==> config.mk <==
export PLATFORM = sky130hd
export DESIGN_NAME = tx_fifo_fsm
export DESIGN_NICKNAME = d
export VERILOG_FILES = /design/src/rtl/tx_fifo_fsm.sv
export SDC_FILE = /design/constraint.sdc
export NUM_CORES = 1
export LEC_CHECK = 0
export CAP_MARGIN = 20
export CORE_ASPECT_RATIO = 1.1
export CORE_MARGIN = 2
export CORE_UTILIZATION = 45
export DETAILED_ROUTE_END_ITERATION = 10
export PLACE_DENSITY = 0.63
export RECOVER_POWER = 25
export SLEW_MARGIN = 0
export SYNTH_ARGS = -nofsm -noshare
export SYNTH_HDL_FRONTEND = slang
export SYNTH_SLANG_ARGS = --single-unit
export TNS_END_PERCENT = 1
==> constraint.sdc <==
create_clock -name clk -period 2.75 [get_ports clk]
set_input_delay 0.55 -clock clk [delete_from_list [all_inputs] [get_ports clk]]
set_output_delay 0.55 -clock clk [all_outputs]
set_load 0.05 [all_outputs]
==> src/rtl/tx_fifo_fsm.sv <==
// Buffered UART transmitter: a valid/ready write port feeds a small FIFO,
// and a framing FSM serialises queued bytes back-to-back onto TX.
module tx_fifo_fsm #(
  parameter int unsigned CLKS_PER_BIT = 10,
  parameter int unsigned DATA_BITS    = 8,
  parameter int unsigned STOP_BITS    = 1,
  parameter int unsigned PARITY_EN    = 0,
  parameter int unsigned PARITY_ODD   = 0,
  parameter int unsigned FIFO_DEPTH   = 4
) (
  input  logic                                 clk,
  input  logic                                 RSTn,
  input  logic [DATA_BITS-1:0]                 data_in,
  input  logic                                 wr_valid,
  output logic                                 wr_ready,
  output logic                                 TX,
  output logic                                 busy,
  output logic [$clog2(FIFO_DEPTH+1)-1:0]      fifo_count
);

  localparam int unsigned CW = $clog2(FIFO_DEPTH + 1);
  localparam int unsigned AW = $clog2(FIFO_DEPTH);
  localparam int unsigned BW = $clog2(CLKS_PER_BIT);
  localparam int unsigned IW = $clog2(DATA_BITS);
  localparam int unsigned SW = 1;

  typedef enum logic [2:0] {
    IDLE   = 3'd0,
    START  = 3'd1,
    DATA   = 3'd2,
    PARITY = 3'd3,
    STOP   = 3'd4
  } state_t;

  logic [DATA_BITS-1:0] mem [FIFO_DEPTH];
  logic [AW-1:0]        wr_ptr;
  logic [AW-1:0]        rd_ptr;
  logic [CW-1:0]        count;

  state_t               state;
  logic [DATA_BITS-1:0] shifter;
  logic                 parity_bit;
  logic [BW-1:0]        baud;
  logic [IW-1:0]        bit_idx;
  logic [SW-1:0]        stop_idx;

  logic                 full;
  logic                 push;
  logic                 pop;
  logic                 have_data;
  logic                 bit_done;
  logic                 stop_last;
  logic [DATA_BITS-1:0] head;

  // Handshake and pop decisions; full is judged on the registered count only.
  assign full       = (count == CW'(FIFO_DEPTH));
  assign wr_ready   = ~full;
  assign push       = wr_valid & ~full;
  assign have_data  = (count != '0);
  assign bit_done   = (baud == BW'(CLKS_PER_BIT - 1));
  assign stop_last  = bit_done & (stop_idx == SW'(STOP_BITS - 1));
  assign pop        = have_data & ((state == IDLE) | ((state == STOP) & stop_last));
  assign head       = mem[rd_ptr];
  assign fifo_count = count;

  // FIFO storage; contents need no reset since pointers/count gate validity.
  always_ff @(posedge clk) begin
    if (push) begin
      mem[wr_ptr] <= data_in;
    end
  end

  // FIFO pointers and occupancy.
  always_ff @(posedge clk) begin
    if (!RSTn) begin
      wr_ptr <= '0;
      rd_ptr <= '0;
      count  <= '0;
    end else begin
      if (push) begin
        wr_ptr <= wr_ptr + AW'(1);
      end
      if (pop) begin
        rd_ptr <= rd_ptr + AW'(1);
      end
      case ({push, pop})
        2'b10:   count <= count + CW'(1);
        2'b01:   count <= count - CW'(1);
        default: count <= count;
      endcase
    end
  end

  // Framing FSM with registered TX/busy.
  always_ff @(posedge clk) begin
    if (!RSTn) begin
      state      <= IDLE;
      TX         <= 1'b1;
      busy       <= 1'b0;
      shifter    <= '0;
      parity_bit <= 1'b0;
      baud       <= '0;
      bit_idx    <= '0;
      stop_idx   <= '0;
    end else begin
      case (state)
        IDLE: begin
          TX   <= 1'b1;
          baud <= '0;
          if (have_data) begin
            shifter    <= head;
            parity_bit <= (^head) ^ 1'(PARITY_ODD);
            TX         <= 1'b0;
            busy       <= 1'b1;
            state      <= START;
          end
        end

        START: begin
          if (bit_done) begin
            baud    <= '0;
            TX      <= shifter[0];
            bit_idx <= '0;
            state   <= DATA;
          end else begin
            baud <= baud + BW'(1);
          end
        end

        DATA: begin
          if (bit_done) begin
            baud <= '0;
            if (bit_idx == IW'(DATA_BITS - 1)) begin
              if (PARITY_EN != 0) begin
                TX    <= parity_bit;
                state <= PARITY;
              end else begin
                TX       <= 1'b1;
                stop_idx <= '0;
                state    <= STOP;
              end
            end else begin
              TX      <= shifter[1];
              shifter <= shifter >> 1;
              bit_idx <= bit_idx + IW'(1);
            end
          end else begin
            baud <= baud + BW'(1);
          end
        end

        PARITY: begin
          if (bit_done) begin
            baud     <= '0;
            TX       <= 1'b1;
            stop_idx <= '0;
            state    <= STOP;
          end else begin
            baud <= baud + BW'(1);
          end
        end

        STOP: begin
          TX <= 1'b1;
          if (bit_done) begin
            baud <= '0;
            if (stop_last) begin
              stop_idx <= '0;
              // Back-to-back: next frame's start bit begins with no idle gap.
              if (have_data) begin
                shifter    <= head;
                parity_bit <= (^head) ^ 1'(PARITY_ODD);
                TX         <= 1'b0;
                state      <= START;
              end else begin
                busy  <= 1'b0;
                state <= IDLE;
              end
            end else begin
              stop_idx <= stop_idx + SW'(1);
            end
          end else begin
            baud <= baud + BW'(1);
          end
        end

        default: begin
          TX    <= 1'b1;
          busy  <= 1'b0;
          baud  <= '0;
          state <= IDLE;
        end
      endcase
    end
  end

endmodule
After elaboration in Yosys (flattened, before gate mapping)
Memory sizes are Yosys's and may differ from the RTL's. A register that Yosys moved wholly into a read port is not among the register bits.
Index checks and enable logic that the tools add are counted.
{ "totals": {"reg_bits": 28, "ram_bits": 32, "inputBits": 11, "mem_count": 1} }
{ "mem_list": {"columns": ["name", "depth", "word_bits", "read_ports", "rd_ports_with_merged_regs", "wr", "line", "rtl"], "rows": [
  ["mem", 4, 8, 1, 1, 1, "35", "logic [DATA_BITS-1:0] mem [FIFO_DEPTH];"]
]} }
{ "classes": {"n_addsub": 7, "eq_ne": 18, "mux": 43, "bitwise_logic": 10, "n_reduce_logical": 15} }
{ "op_table": {"columns": ["op", "count"], "rows": [
  ["two-way mux 8 bit", 5],
  ["two-way mux 3 bit", 10],
  ["case mux 8 bit (3 select lines)", 1],
  ["two-way mux 1 bit", 19],
  ["inequality test 2 bit, second input constant", 9],
  ["case mux 3 bit (5 select lines)", 1],
  ["AND reduction 5 bit", 3],
  ["case mux 3 bit (2 select lines)", 2],
  ["== test 3 bit, second input constant", 3],
  ["nonzero test 3 bit", 3],
  ["AND reduction 7 bit", 1],
  ["adder 3 x 1 -> 3 bit, second input constant", 2],
  ["== test 3 x 2 -> 1 bit, second input constant", 2],
  ["case mux 1 bit (3 select lines)", 2],
  ["OR reduction 3 bit", 2],
  ["NOT 1 bit", 5],
  ["case mux 1 bit (5 select lines)", 1],
  ["adder 2 x 1 -> 2 bit, second input constant", 2],
  ["adder 4 x 1 -> 4 bit, second input constant", 1],
  ["bitwise AND 1 bit", 4],
  ["== test 4 bit, second input constant", 1],
  ["two-way mux 2 bit", 2],
  ["AND reduction 4 bit", 1],
  ["nonzero test 2 bit", 2],
  ["9 further kinds", 9]
]} }

Longest topological paths before layout
{ "depth": {"ltp_word": 7, "mapped_depth": 10} }

Worst setup path before layout
OpenSTA, ideal clock, no wires.
{ "synth_path": {"path_kind": "register -> register", "start": "reg count[2] (netlist: fifo_count[2])", "end": "reg count[2] (netlist: fifo_count[2])", "t_arrival_ps": 2848, "slack_ps": -174, "stages_incl_launch_ff": 10, "n_path_buf": 0, "path_cell_list": "dfxtp_1 -> nand3_1 -> and2_1 -> inv_1 -> ha_1 -> inv_1 -> fa_1 -> xor2_1 -> or3_1 -> a21boi_0"} }
{ "synth_via": {"elab_chain_len": 5, "elab_cells_between_ends": 11} }
{ "synth_lines": {"columns": ["item", "line", "rtl"], "rows": [
  ["start: declaration", "38", "logic [CW-1:0] count;"],
  ["start signal: assignment", "87", "2'b10: count <= count + CW'(1);"],
  ["start signal: assignment", "88", "2'b01: count <= count - CW'(1);"],
  ["start signal: assignment", "89", "default: count <= count;"],
  ["== test 3 bit (*)", "56", "assign full = (count == CW'(FIFO_DEPTH));"],
  ["NOT 1 bit (*)", null, null],
  ["net wr_ready", "15", "output logic wr_ready,"],
  ["bitwise AND 1 bit (*)", "58", "assign push = wr_valid & ~full;"],
  ["== test 2 x 1 -> 1 bit or == test 2 bit (tied branches)", "86", "case ({push, pop})"],
  ["case mux 3 bit (2 select lines) or nonzero test 2 bit (tied branches)", null, null]
]} }
Mark *: on every way through the listed nets, which the timed path passes. The rest lies on a longest branch.
A chain may end at the register's enable or synchronous reset.

Worst setup path in the final report
{ "layout_path": {"start": "reg baud[0]", "end": "reg count[2] (netlist: fifo_count[2])"} }
{ "layout_via": {"elab_chain_len": 7, "elab_cells_between_ends": 9} }
{ "layout_lines": {"columns": ["item", "line", "rtl"], "rows": [
  ["start: declaration", "43", "logic [BW-1:0] baud;"],
  ["start signal: assignment", "126", "baud <= baud + BW'(1);"],
  ["start signal: assignment", "148", "baud <= baud + BW'(1);"],
  ["start signal: assignment", "159", "baud <= baud + BW'(1);"],
  ["== test 4 bit (*)", "60", "assign bit_done = (baud == BW'(CLKS_PER_BIT - 1));"],
  ["bitwise AND 1 bit (*)", "61", "assign stop_last = bit_done & (stop_idx == SW'(STOP_BITS - 1));"],
  ["bitwise AND 1 bit (*)", "62", "assign pop = have_data & ((state == IDLE) | ((state == STOP) & stop_last));"],
  ["OR 1 bit (*)", "62", null],
  ["bitwise AND 1 bit (*)", "62", null],
  ["net pop", "49", "logic pop;"],
  ["== test 2 x 1 -> 1 bit or == test 2 bit (tied branches)", "86", null],
  ["case mux 3 bit (2 select lines) or nonzero test 2 bit (tied branches)", null, null]
]} }
Marked as above.

==> flow_summary.ini <==
[synth]
ys_ff_latch = 62
yosysUniqueCellTypes = 47
yosysMostFrequentCell = edfxtp_1
synth.avg_cell_area_um2 = 12.8
yosys-top-cells-count = edfxtp_1 (32), dfxtp_1 (30), nand2_1 (15), o21ai_0 (12), ha_1 (9)
synth_top_area_share_pct = 35.6
synthCells = 211
synth_area_um2 = 2700
yosysSeqAreaShare_pct = 57.8
synth_nets = 232
yosysWarnings = 0
async_flop_share_pct = 0
synth_edf_count = 32
synth.area.top_cells = edfxtp_1 (36%), dfxtp_1 (22%), mux4_2 (6.7%)
ys.flop_type = edfxtp_1
yosysTopAreaCell = edfxtp_1

[status]
outcome = complete, no violations

[placed_design]
hpwlAfterDp_mm = 2.87
gp_congestion = 0.716
dp_cells = 299
portBuffers = 16

[worst_setup_path]
crit_chain = ha_1, and4bb_2, o211a_1, ha_1, inv_1, fa_1, xor2_1, or3_1, a21boi_0
cp.required_ns = 3.02
cp_common_cell = ha_1
cpMaxStageDelayCell = dfxtp_1
critical_path_class = reg -> reg
cp-end-kind = register
critPathLaunchType = register
path_buf_inv = 1
worstPathArrival_ns = 2.72
cp_top_family = adder cells
critical-path-max-stage-delay_ns = 0.38
crit_path_max_fanout = 4

[detailed_routing]
ant_nets = 0
wl_met2_mm = 2.15
routed.top_layer = met4
drc = 0
vias = 1600
detail_route.first_pass.iterations = 4
wl_met1_mm = 2.01
drt_iter0_drc = 54
viasPerCell = 5.08
drt_wl_total_mm = 4.35
drt-wirelength-per-cell_um = 13.8
wl_met3_um = 109

[grt]
grt_max_degree = 20
grt_use_total_pct = 14.6
antenna_found_initial = 0
grt_pass1_vias = 1597
grt_pass1_wl_mm = 7.36
grt_overflow = 0

[floorplanning]
die-area_um2 = 6640
dieHeight_um = 85.2
ioPinCount = 17
die_x_um = 77.9
coreArea_um2 = 5770
fp-row-count = 29
start_util_pct = 46.8

[sta]
fin_crit_sh_pct = 89.2
post-route-min-period_ns = 2.45
rsz0062_at_grt = no
setup-tns-final_ns = 0
holdWs_ns = 0.464
fmax_ghz = 0.408
skew_ns = 0.00536
max_slew_margin_pct = 46.0
hold_violations = 0
drv_slew = 0
worst_pin_slew_ns = 0.810
setup_viol = 0

[worst_hold_path]
holdCritPathClass = reg -> reg

[clock_tree]
cts_buffers = 9
cts_hold_buf = 0
cts-root-buf = clkbuf_8
clk_pin_slew_ns = 0.07
clockBufferDepth = 2
htreeDepth = 3
cts_tree = done
post_cts_buffers = 0
cts_sinks = 62
clk-insertion-delay-late_ns = 0.34
postCtsResizedCells = 0

[cells_and_area]
drive_gt1_share_pct = 16.8
fin_cells = 315
final_util_pct = 55.2
nNetsFinal = 254
diodes = 0
area_growth_pct = 18.0

[power]
p_leak_nw = 1.11
p_total_mw = 3.04
powerDensity_nw_per_um2 = 953
ir_worst_vdd_mv = 0.565

[run]
maxCapViolations = 0
-- stage by stage --
stage | area (um^2) | setup WS [ns]
global route | 3190 | 0.112
finish | 3190 | 0.297
CTS | 3190 | 0.311
detailed placement | 2940 | 0.133
global placement | 2940 | 0.230
floorplan | 2710 | 0.0767
-- sequential cells by signal, indices dropped and copies added, names as in the netlist, named ones only --
name / flops
shifter: 8
baud: 4
TX: 1
fifo_count: 3
rd_ptr: 2
state: 3
stop_idx: 1
bit_idx: 3
wr_ptr: 2
busy: 1
mem: 32
-- worst min-delay path, stage by stage, from the launching register on --
cell and delay, ns:
dfxtp_1 0.31, nand2_1 0.05, a21boi_0 0.06
-- power by group --
part	switching (mW)	internal [mW]
Clock	0.371	0.606
Sequential	0.105	1.13
Combinational	0.441	0.381
Total	0.917	2.12
-- cells in the final DEF (no fill, tap or decap), drive strengths merged, types with 5 or more instances in the layout --
cell / count
clkdlybuf4s50: 9
dlygate4sd3: 7
a21boi: 6
inv: 9
edfxtp: 32
mux2i: 7
clkbuf: 9
dfxtp: 30
a21oi: 12
ha: 9
nor2: 9
and3: 5
mux4: 8
and2: 8
nand2: 15
o21ai: 16
-- per-layer routing --
metal	global-route usage, %	up-vias
li1	-	812
met1	17.3	762
met2	24.0	19
met3	4.79	7
met4	6.82	0
met5	0	-
-- path summary, 6_finish.rpt --
path | cells past startpoint | slack [ns] | startpoint | end
max | 9 | 0.30 | baud[0] | fifo_count[2]
min | 2 | 0.46 | bit_idx[1] | bit_idx[1]
max reg2reg | 9 | 0.30 | baud[0] | fifo_count[2]
min reg2reg | 2 | 0.46 | bit_idx[1] | bit_idx[1]
-- logic make-up (layout without fill, tap and decap cells) --
group / count (synthesis) / in the layout / synth area share, %
multiplexers: 15 / 15 / 9.27
AO/OA/AOI/OAI: 40 / 40 / 9.92
XOR/XNOR: 8 / 8 / 2.59
buffers and inverters: 17 / 44 / 2.97
AND/OR/NAND/NOR: 59 / 59 / 12.5
flip-flops: 62 / 62 / 57.8
adder cells (fa/ha/maj): 10 / 10 / 4.91
-- cell type report --
cell class,count,area [um^2]
multi-input combinational,132,1060
tap,77,96.3
inverter,8,30.0
clock buffer,9,124
clock inverter,7,121
fill,489,2580
timing repair buffer,20,190
sequential,62,1560
Power figures use the tool's default switching activity.
